`config.mk`:
```
export PLATFORM = sky130hd
export DESIGN_NAME = imem_port_ctrl_flat
export DESIGN_NICKNAME = d
export VERILOG_FILES = /design/src/rtl/imem_port_ctrl_if.sv /design/src/rtl/imem_port_ctrl.sv /design/src/flat_wrapper.sv
export SDC_FILE = /design/constraint.sdc
export NUM_CORES = 1
export LEC_CHECK = 0
export ABC_AREA = 1
export CAP_MARGIN = 20
export CORE_ASPECT_RATIO = 0.6
export CORE_MARGIN = 2
export CORE_UTILIZATION = 39
export CTS_BUF_LIST = sky130_fd_sc_hd__clkbuf_8
export DETAILED_ROUTE_END_ITERATION = 10
export GPL_TIMING_DRIVEN = 1
export PLACE_DENSITY = 0.84
export RECOVER_POWER = 25
export SLEW_MARGIN = 10
export SYNTH_ARGS = -nofsm -noshare
export SYNTH_HDL_FRONTEND = slang
export SYNTH_SLANG_ARGS = --single-unit
```
`constraint.sdc`:
```
create_clock -name clk_i -period 2.35 [get_ports clk_i]
set_clock_uncertainty 0.15 [all_clocks]
set_input_delay 0.3525 -clock clk_i [delete_from_list [all_inputs] [get_ports clk_i]]
set_output_delay 0.3525 -clock clk_i [all_outputs]
set_load 0.005 [all_outputs]
```
`src/rtl/imem_port_ctrl_if.sv`:
```
// Bundle between loader/fetch/debug logic, the controller and the imem macro.
// Optional ld_csum output present when IMEM_LOAD_CSUM_EN is defined.
interface imem_port_ctrl_if #(
  parameter int ADDR_W = 14,
  parameter int DATA_W = 32
);
  logic              ld_mode;
  logic              ld_we;
  logic [ADDR_W-1:0] ld_addr;
  logic [DATA_W-1:0] ld_wdata;
  logic [15:0]       ld_count;
`ifdef IMEM_LOAD_CSUM_EN
  logic [DATA_W-1:0] ld_csum;
`endif
  logic              cpu_rst_n;
  logic [ADDR_W-1:0] if_addr;
  logic              if_stall;
  logic [DATA_W-1:0] if_rdata;
  logic              dbg_req;
  logic [ADDR_W-1:0] dbg_addr;
  logic              dbg_ack;
  logic [DATA_W-1:0] dbg_rdata;
  logic              mem_en;
  logic              mem_we;
  logic [ADDR_W-1:0] mem_addr;
  logic [DATA_W-1:0] mem_wdata;
  logic [DATA_W-1:0] mem_rdata;

  modport master (
    output ld_mode, ld_we, ld_addr, ld_wdata,
    output if_addr, dbg_req, dbg_addr, mem_rdata,
    input  ld_count, cpu_rst_n, if_stall, if_rdata,
    input  dbg_ack, dbg_rdata,
`ifdef IMEM_LOAD_CSUM_EN
    input  ld_csum,
`endif
    input  mem_en, mem_we, mem_addr, mem_wdata
  );

  modport slave (
    input  ld_mode, ld_we, ld_addr, ld_wdata,
    input  if_addr, dbg_req, dbg_addr, mem_rdata,
    output ld_count, cpu_rst_n, if_stall, if_rdata,
    output dbg_ack, dbg_rdata,
`ifdef IMEM_LOAD_CSUM_EN
    output ld_csum,
`endif
    output mem_en, mem_we, mem_addr, mem_wdata
  );
endinterface

```
`src/rtl/imem_port_ctrl.sv`:
```
// imem_port_ctrl: owns the single imem port. HOLD/LOAD/RUN sequencing,
// loader writes, fetch reads, starvation-bounded debug reads.
// Ports: clk_i, rst_ni (async active-low), bus (imem_port_ctrl_if.slave).
// Optional IMEM_LOAD_CSUM_EN: bus.ld_csum = sum of loaded words.
module imem_port_ctrl #(
  parameter int ADDR_W     = 14,
  parameter int DATA_W     = 32,
  parameter int STARVE_MAX = 8
) (
  input logic             clk_i,
  input logic             rst_ni,
  imem_port_ctrl_if.slave bus
);
  typedef enum logic [1:0] {
    HOLD = 2'd0,
    LOAD = 2'd1,
    RUN  = 2'd2
  } state_e;

  localparam logic [7:0] SMAX_M1 = 8'(STARVE_MAX - 1);

  state_e            state_q, state_d;
  logic              cpu_rst_n_q;
  logic              slot_q, slot_d;
  logic              ack_q;
  logic [7:0]        cnt_q, cnt_d;
  logic [15:0]       ld_count_q, ld_count_d;
  logic [DATA_W-1:0] dbg_rdata_q;
  logic              ld_wr;
`ifdef IMEM_LOAD_CSUM_EN
  logic [DATA_W-1:0] csum_q, csum_d;
`endif

  assign ld_wr = (state_q == LOAD) && bus.ld_we;

  always_comb begin
    state_d    = state_q;
    slot_d     = 1'b0;
    cnt_d      = cnt_q;
    ld_count_d = ld_count_q;
`ifdef IMEM_LOAD_CSUM_EN
    csum_d     = csum_q;
`endif
    unique case (state_q)
      HOLD: begin
        if (bus.ld_mode) begin
          state_d    = LOAD;
          ld_count_d = '0;
`ifdef IMEM_LOAD_CSUM_EN
          csum_d     = '0;
`endif
        end else begin
          state_d = RUN;
        end
      end
      LOAD: begin
        if (ld_wr) begin
          if (ld_count_q != 16'hFFFF)
            ld_count_d = ld_count_q + 16'd1;
`ifdef IMEM_LOAD_CSUM_EN
          csum_d = csum_q + bus.ld_wdata;
`endif
        end
        if (!bus.ld_mode) state_d = HOLD;
      end
      RUN: begin
        if (bus.ld_mode) state_d = HOLD;
        // A request being served (slot or ack) does not starve.
        if (bus.dbg_req) begin
          if (slot_q || ack_q) begin
            cnt_d = '0;
          end else if (cnt_q == SMAX_M1) begin
            // No slot when leaving RUN; counter holds for resume.
            if (!bus.ld_mode) begin
              slot_d = 1'b1;
              cnt_d  = '0;
            end
          end else begin
            cnt_d = cnt_q + 8'd1;
          end
        end
      end
      default: state_d = HOLD;
    endcase
    if (!bus.dbg_req) cnt_d = '0;
  end

  always_ff @(posedge clk_i or negedge rst_ni) begin
    if (!rst_ni) begin
      state_q     <= HOLD;
      cpu_rst_n_q <= 1'b0;
      slot_q      <= 1'b0;
      ack_q       <= 1'b0;
      cnt_q       <= '0;
      ld_count_q  <= '0;
      dbg_rdata_q <= '0;
`ifdef IMEM_LOAD_CSUM_EN
      csum_q      <= '0;
`endif
    end else begin
      state_q     <= state_d;
      cpu_rst_n_q <= (state_d == RUN);
      slot_q      <= slot_d;
      ack_q       <= slot_q;
      cnt_q       <= cnt_d;
      ld_count_q  <= ld_count_d;
      if (ack_q) dbg_rdata_q <= bus.mem_rdata;
`ifdef IMEM_LOAD_CSUM_EN
      csum_q      <= csum_d;
`endif
    end
  end

  always_comb begin
    bus.mem_en    = 1'b0;
    bus.mem_we    = 1'b0;
    bus.mem_addr  = '0;
    bus.mem_wdata = '0;
    bus.if_stall  = 1'b1;
    unique case (1'b1)
      (state_q == LOAD): begin
        bus.mem_en    = bus.ld_we;
        bus.mem_we    = bus.ld_we;
        bus.mem_addr  = bus.ld_addr;
        bus.mem_wdata = bus.ld_wdata;
      end
      (state_q == RUN): begin
        bus.mem_en   = 1'b1;
        bus.if_stall = slot_q;
        bus.mem_addr = slot_q ? bus.dbg_addr : bus.if_addr;
      end
      default: ;
    endcase
  end

  assign bus.cpu_rst_n = cpu_rst_n_q;
  assign bus.ld_count  = ld_count_q;
  assign bus.if_rdata  = bus.mem_rdata;
  assign bus.dbg_ack   = ack_q;
  // Read data lands on mem_rdata in the ack cycle; hold it afterwards.
  assign bus.dbg_rdata = ack_q ? bus.mem_rdata : dbg_rdata_q;
`ifdef IMEM_LOAD_CSUM_EN
  assign bus.ld_csum   = csum_q;
`endif
endmodule

```
`src/flat_wrapper.sv`:
```
// flat-port wrapper written by rule: the top's interface ports become plain ports
module imem_port_ctrl_flat 
#(
  parameter int ADDR_W     = 14,
  parameter int DATA_W     = 32,
  parameter int STARVE_MAX = 8
)
  (clk_i, rst_ni, bus_ld_mode, bus_ld_we, bus_ld_addr, bus_ld_wdata, bus_if_addr, bus_dbg_req, bus_dbg_addr, bus_mem_rdata, bus_ld_count, bus_cpu_rst_n, bus_if_stall, bus_if_rdata, bus_dbg_ack, bus_dbg_rdata, bus_mem_en, bus_mem_we, bus_mem_addr, bus_mem_wdata);
  imem_port_ctrl_if #(.ADDR_W(ADDR_W), .DATA_W(DATA_W)) bus_i ();
  input logic clk_i;
  input logic rst_ni;
  input wire logic [$bits(bus_i.ld_mode)-1:0] bus_ld_mode;
  input wire logic [$bits(bus_i.ld_we)-1:0] bus_ld_we;
  input wire logic [$bits(bus_i.ld_addr)-1:0] bus_ld_addr;
  input wire logic [$bits(bus_i.ld_wdata)-1:0] bus_ld_wdata;
  input wire logic [$bits(bus_i.if_addr)-1:0] bus_if_addr;
  input wire logic [$bits(bus_i.dbg_req)-1:0] bus_dbg_req;
  input wire logic [$bits(bus_i.dbg_addr)-1:0] bus_dbg_addr;
  input wire logic [$bits(bus_i.mem_rdata)-1:0] bus_mem_rdata;
  output wire logic [$bits(bus_i.ld_count)-1:0] bus_ld_count;
  output wire logic [$bits(bus_i.cpu_rst_n)-1:0] bus_cpu_rst_n;
  output wire logic [$bits(bus_i.if_stall)-1:0] bus_if_stall;
  output wire logic [$bits(bus_i.if_rdata)-1:0] bus_if_rdata;
  output wire logic [$bits(bus_i.dbg_ack)-1:0] bus_dbg_ack;
  output wire logic [$bits(bus_i.dbg_rdata)-1:0] bus_dbg_rdata;
  output wire logic [$bits(bus_i.mem_en)-1:0] bus_mem_en;
  output wire logic [$bits(bus_i.mem_we)-1:0] bus_mem_we;
  output wire logic [$bits(bus_i.mem_addr)-1:0] bus_mem_addr;
  output wire logic [$bits(bus_i.mem_wdata)-1:0] bus_mem_wdata;
  assign bus_i.ld_mode = bus_ld_mode;
  assign bus_i.ld_we = bus_ld_we;
  assign bus_i.ld_addr = bus_ld_addr;
  assign bus_i.ld_wdata = bus_ld_wdata;
  assign bus_i.if_addr = bus_if_addr;
  assign bus_i.dbg_req = bus_dbg_req;
  assign bus_i.dbg_addr = bus_dbg_addr;
  assign bus_i.mem_rdata = bus_mem_rdata;
  assign bus_ld_count = bus_i.ld_count;
  assign bus_cpu_rst_n = bus_i.cpu_rst_n;
  assign bus_if_stall = bus_i.if_stall;
  assign bus_if_rdata = bus_i.if_rdata;
  assign bus_dbg_ack = bus_i.dbg_ack;
  assign bus_dbg_rdata = bus_i.dbg_rdata;
  assign bus_mem_en = bus_i.mem_en;
  assign bus_mem_we = bus_i.mem_we;
  assign bus_mem_addr = bus_i.mem_addr;
  assign bus_mem_wdata = bus_i.mem_wdata;
  imem_port_ctrl #(.ADDR_W(ADDR_W), .DATA_W(DATA_W), .STARVE_MAX(STARVE_MAX)) u_core (.clk_i(clk_i), .rst_ni(rst_ni), .bus(bus_i));
endmodule
```
==> flow_summary_export.csv <==
group,metric,value,unit
outcome,outcome,"completed",
route,wl_per_cell,13.0,um
route,dr_total_vias,4394,
grt,grt-ovfl-total,0,
floorplanning,die-area,11000,sq um
yosys,synth_cell_types,32,
route,drtIter0Drc,195,
clock_tree,cts_tree,"done",
setup_path,crit_fanout,9,
sta,max_freq,449,MHz
clock_tree,cts_buffers,9,
sta,grt_setup_unrepaired,"no",
clock_tree,root_buffer,"clkbuf_8",
yosys,ys_seq_elements,60,
yosys,synth.cell_area,3980,sq um
setup_path,slowest_stage,"dfrtp_2",
yosys,avgSynthCellArea,6.81,sq um
yosys,yosys_warnings,0,
clock_tree,h-tree-depth,3,
floorplanning,row_count,28,
place,port_buffers,241,
cells_and_area,antennaDiodeCount,0,
clock_tree,clockBufferDepth,2,
grt,antenna_found_initial,0,
sta,holdWs,320,ps
setup_path,cp_cell_sequence,"inv_2 -> ha_4 -> buf_12 -> buf_4 -> nand2_1 -> a21oi_1 -> clkbuf_2",
setup_path,rrSetupSlack,320,ps
route,wirelength,12200,um
sta,relSlewSlack,0.0842,
sta,period_share,0.947,
sta,tightest_slew,1370,ps
place,dp.cells,918,
cells_and_area,fin_cells,945,
setup_path,crit_type,"reg -> out",
setup_path,worst-path-buf-inv,4,
floorplanning,die_y,82.2,um
yosys,syn-num-nets,702,
floorplanning,start_util,0.402,
setup_path,worst_setup_path_end_kind,"output pin",
clock_tree,cts.sink_count,60,
setup_path,crit_family,"buffers and inverters",
setup_path,required,1850,ps
flow_run,maxCapViolCount,0,
clock_tree,clkLatencyLatePin,330,ps
yosys,synthArstFlopShare,1.00,
floorplanning,core_area,9880,sq um
yosys,yosysTopAreaCellShare,0.378,
sta,finalSetupViolCount,0,
place,gp_congestion,0.921,
pwr,ir_drop,0.450,mV
yosys,synth_top_cell_by_area,"dfrtp_1",
route,dr.pass1.iters,5,
sta,hold_viol_final,0,
grt,grt_pass1_vias,4058,
yosys,syn_inst,584,
cells_and_area,final_nets,923,
place,dpl.hpwl,9430,um
cells_and_area,syn_to_final_growth,69.1,%
yosys,yosys-top-cells-area,"dfrtp_1 38%, nand2_1 21%, inv_1 6.9%",
clock_tree,clkSlewWorstSetupHoldPaths,70,ps
grt,grt_max_degree,35,
setup_path,startpoint_type,"flip-flop",
floorplanning,io_pins,242,
worst_hold_path,worstHoldPathType,"reg -> reg",
floorplanning,die_w,134,um
route,drt-vias-per-instance,4.65,
sta,maxSlewViolCount,0,
pwr,p_leak,3.67,nW
yosys,yosys-top-cells-count,"225 x nand2_1, 73 x inv_1, 60 x dfrtp_1",
setup_path,slowest_delay,440,ps
setup_path,worstPathArrival,1720,ps
sta,tns,0,ps
sta,min_period,2230,ps
grt,grt_first_pass_wirelength,19100,um
route,drcViolationCount,0,
pwr,power.total,3.51,mW
cells_and_area,layout-drive-gt1-share,0.117,
yosys,synth.most_common_cell,"nand2_1",
sta,setup_slack,124,ps
yosys,synth_edf_count,0,
yosys,ys_seq_area_frac,0.378,
route,drt.antenna.violating_nets,0,
place,pre_cts_ws,35.8,ps
yosys,synth_ff_type,"dfrtp_1",
grt,grt_usage,0.217,
pwr,cellPowerDensity,522,nW/um^2
stage by stage:
stage / utilization / area (sq um)
final: 0.680 / 6720
after global placement: 0.638 / 6310
after floorplan: - / 3980
after detailed placement: 0.638 / 6310
after CTS: 0.673 / 6650
after global routing: 0.680 / 6720
repair_timing:
| action | in CTS | in global routing |
|---|---|---|
| setup buffers | 7 | 3 |
| resized for setup | 30 | 73 |
| gates cloned | 1 | 0 |
| pin swaps | 5 | 11 |
| setup endpoints to repair | 48 | 73 |
| hold endpoints to repair | 25 | 0 |
| hold buffers | 1 | 0 |
sequential cells by signal, summed over array words and instances (netlist names):
signal                cells
u_core.bus.cpu_rst_n      1
u_core.bus.dbg_ack        1
u_core.bus.ld_count      16
u_core.cnt_q              8
u_core.dbg_rdata_q       32
u_core.slot_q             1
u_core.state_q            1
power breakdown:
| part | internal [mW] | switching (mW) |
|---|---|---|
| clock | 0.757 | 0.392 |
| combinational | 0.669 | 0.554 |
| sequential | 1.09 | 0.0449 |
tightest hold or removal path, delay by kind of cell, from the launching register on:
family / cells / cell delay [ps]
flops: 1 / 320
simple gates: 2 / 120
cell usage in the layout (no fill, tap or decap), types with 2 or more instances in the layout:
cell / n
inv_1: 69
dlygate4sd3_1: 2
buf_12: 5
clkinvlp_4: 2
buf_2: 4
dlymetal6s2s_1: 32
nand2_1: 225
inv_2: 7
bufinv_16: 3
nand2_2: 3
ha_4: 2
o21ai_2: 15
ha_1: 5
nor2_4: 2
clkbuf_8: 11
nor2_1: 46
nand3_1: 27
clkbuf_1: 2
nor3_1: 2
a21oi_1: 18
o21ai_1: 3
clkdlybuf4s50_1: 191
dfrtp_1: 59
nand4_1: 4
buf_4: 15
nor2_2: 5
clkbuf_2: 11
o21ai_0: 25
logic make-up (layout without fill, tap and decap cells):
| group | after synthesis | in the layout | synth area share |
|---|---|---|---|
| buf+inv | 132 | 358 | 0.172 |
| xor+xnor | 1 | 1 | 0.00220 |
| flops | 60 | 60 | 0.378 |
| compound gates | 65 | 65 | 0.0985 |
| fa+ha+maj | 7 | 7 | 0.0220 |
| simple gates | 319 | 319 | 0.328 |
worst paths after layout:
check | end | from | depth (start not counted)
max | bus_mem_addr[13] | u_core.bus.cpu_rst_n | 7
max reg2reg | u_core.bus.ld_count[10] | u_core.state_q[0] | 9
min | u_core.dbg_rdata_q[22] | u_core.dbg_rdata_q[22] | 2
max in group asynchronous | u_core.dbg_rdata_q[3] | rst_ni | 3
min reg2reg | u_core.dbg_rdata_q[22] | u_core.dbg_rdata_q[22] | 2
min in group asynchronous | u_core.dbg_rdata_q[14] | rst_ni | 2
metal layers:
layer / global-route usage / up-vias / share of wire / routed length, um
met5: 0 / - / 0 / 0
met4: 0.0537 / 0 / 0.0071 / 87
met3: 0.0665 / 10 / 0.081 / 992
met2: 0.369 / 197 / 0.49 / 5950
met1: 0.274 / 1992 / 0.43 / 5210
li1: - / 2195 / - / -
cell type report:
class	count	area [sq um]
Sequential cell	60	1500
Fill cell	794	3160
Tap cell	135	169
Clock inverter	5	98.8
Timing Repair Buffer	265	2680
Inverter	77	297
Clock buffer	11	151
Multi-Input combinational cell	392	1830
Power figures use the tool's default switching activity.
